===== config.mk =====
export PLATFORM = sky130hd
export DESIGN_NAME = deser_pipe
export DESIGN_NICKNAME = d
export VERILOG_FILES = /design/src/rtl/deser_pipe.sv
export SDC_FILE = /design/constraint.sdc
export NUM_CORES = 1
export LEC_CHECK = 0
export BUFFER_PORTS_ARGS = -buffer_cell sky130_fd_sc_hd__clkbuf_2
export CORE_ASPECT_RATIO = 1.75
export CORE_MARGIN = 4
export CORE_UTILIZATION = 40
export CTS_CLUSTER_SIZE = 20
export DETAILED_ROUTE_END_ITERATION = 8
export PLACE_DENSITY = 0.56
export SLEW_MARGIN = 20
export SYNTH_ARGS = -nofsm -noshare
export SYNTH_HDL_FRONTEND = slang
export SYNTH_SLANG_ARGS = --single-unit
export TNS_END_PERCENT = 10

===== constraint.sdc =====
create_clock -name fastClk -period 3.4 [get_ports fastClk]
set_input_delay 0 -clock fastClk [delete_from_list [all_inputs] [get_ports fastClk]]
set_output_delay 0 -clock fastClk [all_outputs]
set_load 0.02 [all_outputs]

===== src/rtl/deser_pipe.sv =====
// Multi-lane serial-to-parallel deserialiser feeding decode and constant-multiply stages into a show-ahead output FIFO.
// Optional per-lane even parity frame bit enabled by defining DESER_PARITY_EN.
module deser_pipe #(
   parameter int DATA_WIDTH = 4,
   parameter int LANES      = 2,
   parameter int FIFO_DEPTH = 4,
   parameter int SCALE      = 3
) (
   input  logic                                  fastClk,
   input  logic                                  reset,
   input  logic [LANES-1:0]                      dataIn,
   input  logic                                  dataInValid,
   input  logic [1:0]                            mode,
   input  logic                                  outReady,
   output logic                                  outValid,
   output logic [LANES*2*DATA_WIDTH-1:0]         dataOut,
   output logic [$clog2(FIFO_DEPTH+1)-1:0]       fifoCount,
   output logic                                  overflow,
   output logic                                  parityErr
);
   localparam int W  = DATA_WIDTH;
   localparam int OW = 2 * DATA_WIDTH;
   localparam int DW = LANES * OW;
`ifdef DESER_PARITY_EN
   localparam int FRAME = DATA_WIDTH + 1;
`else
   localparam int FRAME = DATA_WIDTH;
`endif
   localparam int CW = $clog2(FRAME);
   localparam int PW = $clog2(FIFO_DEPTH);
   localparam int NW = $clog2(FIFO_DEPTH + 1);

   logic [W-1:0]   sr       [LANES];
   logic [W-1:0]   sr_nxt   [LANES];
   logic [W-1:0]   word     [LANES];
   logic [W-1:0]   sync_reg [LANES];
   logic [W-1:0]   dec_reg  [LANES];
   logic [CW-1:0]  bit_cnt;
   logic [1:0]     mode_q;
   logic           sync_valid, dec_valid, mul_valid;
   logic [DW-1:0]  mul_reg;
   logic           last_bit, capture;
   logic [DW-1:0]  mem [FIFO_DEPTH];
   logic [PW-1:0]  rd_ptr, wr_ptr;
   logic           pop, full, do_push;
`ifdef DESER_PARITY_EN
   logic [LANES-1:0] par_bad;
`endif

   function automatic logic [W-1:0] decode(input logic [W-1:0] v, input logic [1:0] m);
      logic [W-1:0] r;
      r = v;
      case (m)
         2'b01: for (int i = 0; i < W; i++) r[i] = v[W-1-i];
         2'b10: begin
            r[W-1] = v[W-1];
            for (int i = W - 2; i >= 0; i--) r[i] = r[i+1] ^ v[i];
         end
         2'b11: r = ~v;
         default: r = v;
      endcase
      return r;
   endfunction

   // With parity the shift register already holds the data word when the parity bit arrives
   always_comb begin
      for (int k = 0; k < LANES; k++) begin
         sr_nxt[k] = (sr[k] << 1) | W'(dataIn[k]);
`ifdef DESER_PARITY_EN
         word[k]    = sr[k];
         par_bad[k] = ^{sr[k], dataIn[k]};
`else
         word[k]    = sr_nxt[k];
`endif
      end
   end

   assign last_bit = dataInValid && (bit_cnt == CW'(FRAME - 1));
`ifdef DESER_PARITY_EN
   assign capture  = last_bit && !(|par_bad);
`else
   assign capture  = last_bit;
   assign parityErr = 1'b0;
`endif

   always_ff @(posedge fastClk or negedge reset) begin
      if (!reset) begin
         for (int k = 0; k < LANES; k++) begin
            sr[k]       <= '0;
            sync_reg[k] <= '0;
            dec_reg[k]  <= '0;
         end
         bit_cnt    <= '0;
         mode_q     <= '0;
         sync_valid <= 1'b0;
         dec_valid  <= 1'b0;
         mul_valid  <= 1'b0;
         mul_reg    <= '0;
`ifdef DESER_PARITY_EN
         parityErr  <= 1'b0;
`endif
      end else begin
         if (dataInValid) begin
            for (int k = 0; k < LANES; k++) sr[k] <= sr_nxt[k];
            bit_cnt <= last_bit ? '0 : bit_cnt + CW'(1);
         end
`ifdef DESER_PARITY_EN
         parityErr <= last_bit && (|par_bad);
`endif
         sync_valid <= capture;
         if (capture) begin
            for (int k = 0; k < LANES; k++) sync_reg[k] <= word[k];
            mode_q <= mode;
         end
         dec_valid <= sync_valid;
         if (sync_valid)
            for (int k = 0; k < LANES; k++) dec_reg[k] <= decode(sync_reg[k], mode_q);
         mul_valid <= dec_valid;
         if (dec_valid)
            for (int k = 0; k < LANES; k++) mul_reg[k*OW +: OW] <= OW'(dec_reg[k]) * OW'(SCALE);
      end
   end

   assign outValid = (fifoCount != '0);
   assign pop      = outValid && outReady;
   assign full     = (fifoCount == NW'(FIFO_DEPTH));
   assign do_push  = mul_valid && (!full || pop);

   // dataOut is a registered head copy so it can hold the last popped word when empty
   always_ff @(posedge fastClk or negedge reset) begin
      if (!reset) begin
         for (int i = 0; i < FIFO_DEPTH; i++) mem[i] <= '0;
         rd_ptr    <= '0;
         wr_ptr    <= '0;
         fifoCount <= '0;
         overflow  <= 1'b0;
         dataOut   <= '0;
      end else begin
         if (do_push) begin
            mem[wr_ptr] <= mul_reg;
            wr_ptr      <= wr_ptr + PW'(1);
         end
         if (pop) rd_ptr <= rd_ptr + PW'(1);
         fifoCount <= fifoCount + NW'(do_push) - NW'(pop);
         if (mul_valid && full && !pop) overflow <= 1'b1;
         if (pop && fifoCount > NW'(1))
            dataOut <= mem[rd_ptr + PW'(1)];
         else if (do_push && (fifoCount == '0 || (pop && fifoCount == NW'(1))))
            dataOut <= mul_reg;
      end
   end
endmodule

# Word-level counts from Yosys, hierarchy flattened
# Cells that the tools add are included.
word_totals:
  regBits: 129
  inputBits: 8
  out_inout_bits: 22
  word_cells: 77
classes:
  n_addsub: 5
  mul: 2
  magnitude_cmp: 4
  n_eq_ne: 6
  mux: 11
  bitwise_logic: 12
  reduce_logical: 16
ops:
  columns: ["cell", "n"]
  rows:
  - ["$mux 16", 5]
  - ["$bwmux 64", 1]
  - ["$bmux 16 s2", 1]
  - ["$demux 16 s2", 1]
  - ["$pmux 4 s3", 2]
  - ["$mul 4x2->6 const B", 2]
  - ["$logic_and 1x1->1", 9]
  - ["$not 4->4", 2]
  - ["$or 4x1->4", 2]
  - ["$add 2x1->2 const B", 3]
  - ["$eq 2x2->1 const B", 3]
  - ["$ge 3x3->1 const B", 2]
  - ["$not 2->3", 2]
  - ["$xor 1x1->1", 6]
  - ["$add 3x1->3", 1]
  - ["$eq 3x1->1 const B", 1]
  - ["$eq 3x3->1 const B", 1]
  - ["$gt 3x1->1 const B", 1]
  - ["$logic_not 3->1", 1]
  - ["$lt 3x1->1 const B", 1]
  - ["$reduce_bool 3->1", 1]
  - ["$sub 3x1->3", 1]
  - ["$eq 2x1->1 const B", 1]
  - ["$logic_not 1->1", 2]
  - ["3 further kinds", 4]

# Longest topological paths before layout
depth:
  word_depth: 7
  depth_mapped: 8
  ltp_nobuf: 7

# Worst setup path after synthesis
# No wires, ideal clock.
synth_timing:
  kind: "flip-flop to flip-flop"
  from: "reg fifoCount[1]"
  to: "reg fifoCount[1]"
  arrival_time_ns: 2.109
  required_ns: 3.265
  path_slack_ns: 1.156
  path_stages_with_launch: 8
  period_less_slack_ns: 2.244
  path_cell_list: "dfrtp_1 -> or4b_1 -> buf_6 -> nand2_1 -> ha_1 -> inv_1 -> ha_1 -> fa_1"
synth_via:
  elab_chain_len: 6
  word_cells_on_any_way: 8
synth_rtl:
  columns: ["element", "line_no", "source"]
  rows:
  - ["start: declaration", "17", "output logic [$clog2(FIFO_DEPTH+1)-1:0] fifoCount,"]
  - ["start signal: assignment", "144", "fifoCount <= fifoCount + NW'(do_push) - NW'(pop);"]
  - ["$eq 3x3->1 / $reduce_bool 3->1 (equally long branches)", "126, 124", null]
  - ["$logic_not 1->1 / $logic_and 1x1->1 (equally long branches)", "127, 125", null]
  - ["$logic_or 1x1->1", "127", "assign do_push = mul_valid && (!full || pop);"]
  - ["$logic_and 1x1->1", "127", null]
  - ["$add 3x1->3", "144", null]
  - ["$sub 3x1->3 *", "144", null]
# Mark *: on every way between the ends. The rest lies on a longest branch, timed or not.
# A chain may end at the register's enable or synchronous reset.

# Worst setup path after layout
layout_timing:
  from: "reg fifoCount[0]"
  to: "reg fifoCount[1]"
# The elaborated chain is that of the path after synthesis.

==> summary.txt <==
drt total wl -> 10.1 mm
area delta synth->final -> 10.3%
FP Rows -> 55
Die Width -> 95.1 µm
Worst Tran Pin Value -> 965 ps
Hold Crit Class -> input port to flip-flop
Setup TNS Final -> 0 ps
hold_sp -> dataInValid
Die Footprint -> 15,300 µm²
clk sink count -> 109
# IOs -> 30
Root Buffer -> clkbuf_16
share of layout cells above drive strength 1 -> 30.4%
htree depth -> 3
Tot GR Track Use -> 14.2%
status -> finished, final reports clean
Power Internal -> 3.53 mW
Commonest cells post-synth -> 109 x dfrtp_1, 69 x mux2_2, 24 x inv_1
asr flop ratio synth -> 100%
pre-CTS setup slack -> 1060 ps
initial core utilization -> 40.9%
dpl cells -> 595
CP startpoint kind -> flip-flop
Synth Instances -> 420
post-route setup slack -> 1060 ps
CP Capture Type -> flip-flop
arrival time worst endpoint -> 2560 ps
crit path max fanout -> 8
Worst R2R Start -> fifoCount[0]
P_leak -> 2.63 nW
antenna-violating nets left -> 0
Post-Syn Area -> 5310 µm²
CTS tree -> done
setup violators final -> 0
Max clock buf depth -> 2
most area-consuming cells after synthesis -> dfrtp_1 51%, mux2_2 15%, mux4_2 5.1%
dpl hpwl -> 7.24 mm
CP startpoint -> fifoCount[0]
Power Density -> 958 nW/µm²
I/O Buffers -> 24
Seq/Total Area, Yosys -> 51.3%
Remaining Overflow, GRT -> 0
Die H -> 160 µm
CP max-delay cell -> or4b_1
DR iter-0 viols -> 152
Clk Latency, worst-skew pair -> 350 ps
Reg clk slew, reported paths -> 80 ps
EDFF count, synth -> 0
vias -> 3,297
worst rel slew slack -> 35.7%
post-cts repair resize count -> 0
fin cells -> 615
MaxCap Viol Count -> 0
Worst EP required -> 3630 ps
routed length per instance -> 16.5 µm
worst path cell trace -> or4b_1, nand2_1, ha_1, inv_1, ha_1, fa_1
period utilization -> 68.7%
Placer Congestion -> 0.755
layout filler cell count -> 1,211
Max Freq -> 428 MHz
clk_skew -> 11.1 ps
switching share of total power -> 37.2%
Core Region -> 13,000 µm²
CP peak stage delay -> 690 ps
initial antenna violation count -> 0
vias per cell -> 5.36
Clock Power Share -> 17.9%
NumNets Final -> 470
largest net degree at the start of global routing -> 75
synth warn -> 0
#FFs+latches synth -> 109
Slew Limit Fails -> 0
most frequent cell after synthesis -> dfrtp_1
top-area cell type share of the netlist area -> 51.3%
cell taking the most area after synthesis -> dfrtp_1
first-pass GRT wire length -> 17.0 mm
Post-Syn Area per Cell -> 12.7 µm²
critical path class -> flip-flop to flip-flop
worst vdd ir -> 0.435 mV
Largest delay share family, worst path -> simple AND/OR/NAND/NOR gates
Fin. Hold Viols -> 0
combinational share of power -> 37.0%
CP most frequent cell -> ha_1
RSZ-0062 raised after global routing -> false
Antenna diodes -> 0
Yosys cell types -> 43
drt pass-1 iters -> 5
number of flip-flops under the largest register name -> 48
Net Switching -> 2.09 mW
DR DRC count -> 0
Period minus WS final -> 2340 ps
crit path buf inv count -> 1
Top FF cell, synth -> dfrtp_1
Inserted Clock Buffers -> 9
vias in the first global route -> 3,456
sequential share of power -> 45.1%
## metal layers
metal / up-vias / GRT usage [%] / routed length (µm)
met5: - / 0 / 0
met4: 0 / 4.93 / 148
met3: 13 / 2.72 / 304
met2: 56 / 25.7 / 5560
met1: 1688 / 16.2 / 4130
li1: 1540 / - / -
## cell usage in the layout, fill, tap and decap left out, types with 5 or more instances in the layout
cell type / netlist / final
dfrtp_1: 109 / 109
mux2_2: 69 / 69
inv_1: 24 / 24
clkbuf_2: 0 / 23
nand3_1: 20 / 20
ha_1: 19 / 19
o21ai_0: 16 / 16
nor2_1: 15 / 15
a31oi_1: 15 / 15
mux4_2: 12 / 12
nor3_1: 12 / 12
a21oi_1: 9 / 9
nand2b_1: 9 / 9
clkbuf_16: 0 / 9
nand2_1: 8 / 8
o211ai_1: 7 / 7
buf_4: 6 / 6
xnor2_1: 5 / 5
a211o_1: 5 / 5
conb_1: 1 / 5
dlygate4sd3_1: 0 / 5
## power groups by stage
| stage | clock network [mW] | registers, mW | logic [mW] |
|---|---|---|---|
| floorplan | 0 | 2.37 | 1.71 |
| global route | 1.09 | 2.63 | 2.33 |
| detailed placement | 0 | 2.57 | 2.11 |
| CTS | 1.04 | 2.54 | 2.12 |
| finish | 1.01 | 2.53 | 2.07 |
| global placement | 0 | 2.53 | 2.04 |
## repair_timing
item / in CTS / in global routing
endpoints found under the hold margin: 78 / 0
buffers inserted: 0 / 0
hold buffers: 5 / 0
## worst paths after layout
| check | endpoint | slack [ps] | depth (start not counted) |
|---|---|---|---|
| worst max-delay path | fifoCount[1] | 1060 | 6 |
| min in group asynchronous | overflow | 310 | 2 |
| worst min register to register | overflow | 480 | 1 |
| max in group asynchronous | dec_reg[6] | 2190 | 3 |
| worst max register to register | fifoCount[1] | 1060 | 6 |
| worst min-delay path | mode_q[1] | 70 | 3 |
## final cells by class
type,count,area (µm²),area share (%)
clock inverter,6,53.8,0.918
timing repair buffer,34,210,3.59
clock buffer,9,225,3.84
multi-input combinational,262,2340,39.9
sequential,109,2730,46.5
inverter,24,90.1,1.54
tap,171,214,3.65
## cells by family (layout without fill, tap and decap cells)
kind of cell,after synthesis,in the layout,share of synthesized area [%]
DFF,109,109,51.3
muxes,84,84,20.3
and+or+nand+nor,76,76,7.56
AOI/OAI and AO/OA,65,65,8.05
buffers and inverters,53,73,4.90
adders and majority gates,22,22,5.60
xor gates and xnor gates,10,10,2.21
other,1,5,0.0706
## per-stage QoR
step / cell area (µm²) / hold WS (ps) / util, % / total power [mW]
finish: 5860 / 70.9 / 45.1 / 5.61
global route: 5860 / 79.8 / 45.1 / 6.06
CTS: 5860 / 60.1 / 45.1 / 5.71
detailed placement: 5530 / 211 / 42.5 / 4.68
global placement: 5530 / 202 / 42.5 / 4.57
floorplan: 5330 / -296 / - / 4.08
## tightest hold or removal path, delay by kind of cell
family | cells | cell delay (ps)
buffers and inverters | 1 | 200
AND/OR/NAND/NOR | 1 | 110
AO/OA/AOI/OAI | 1 | 70
Power figures use the tool's default switching activity.
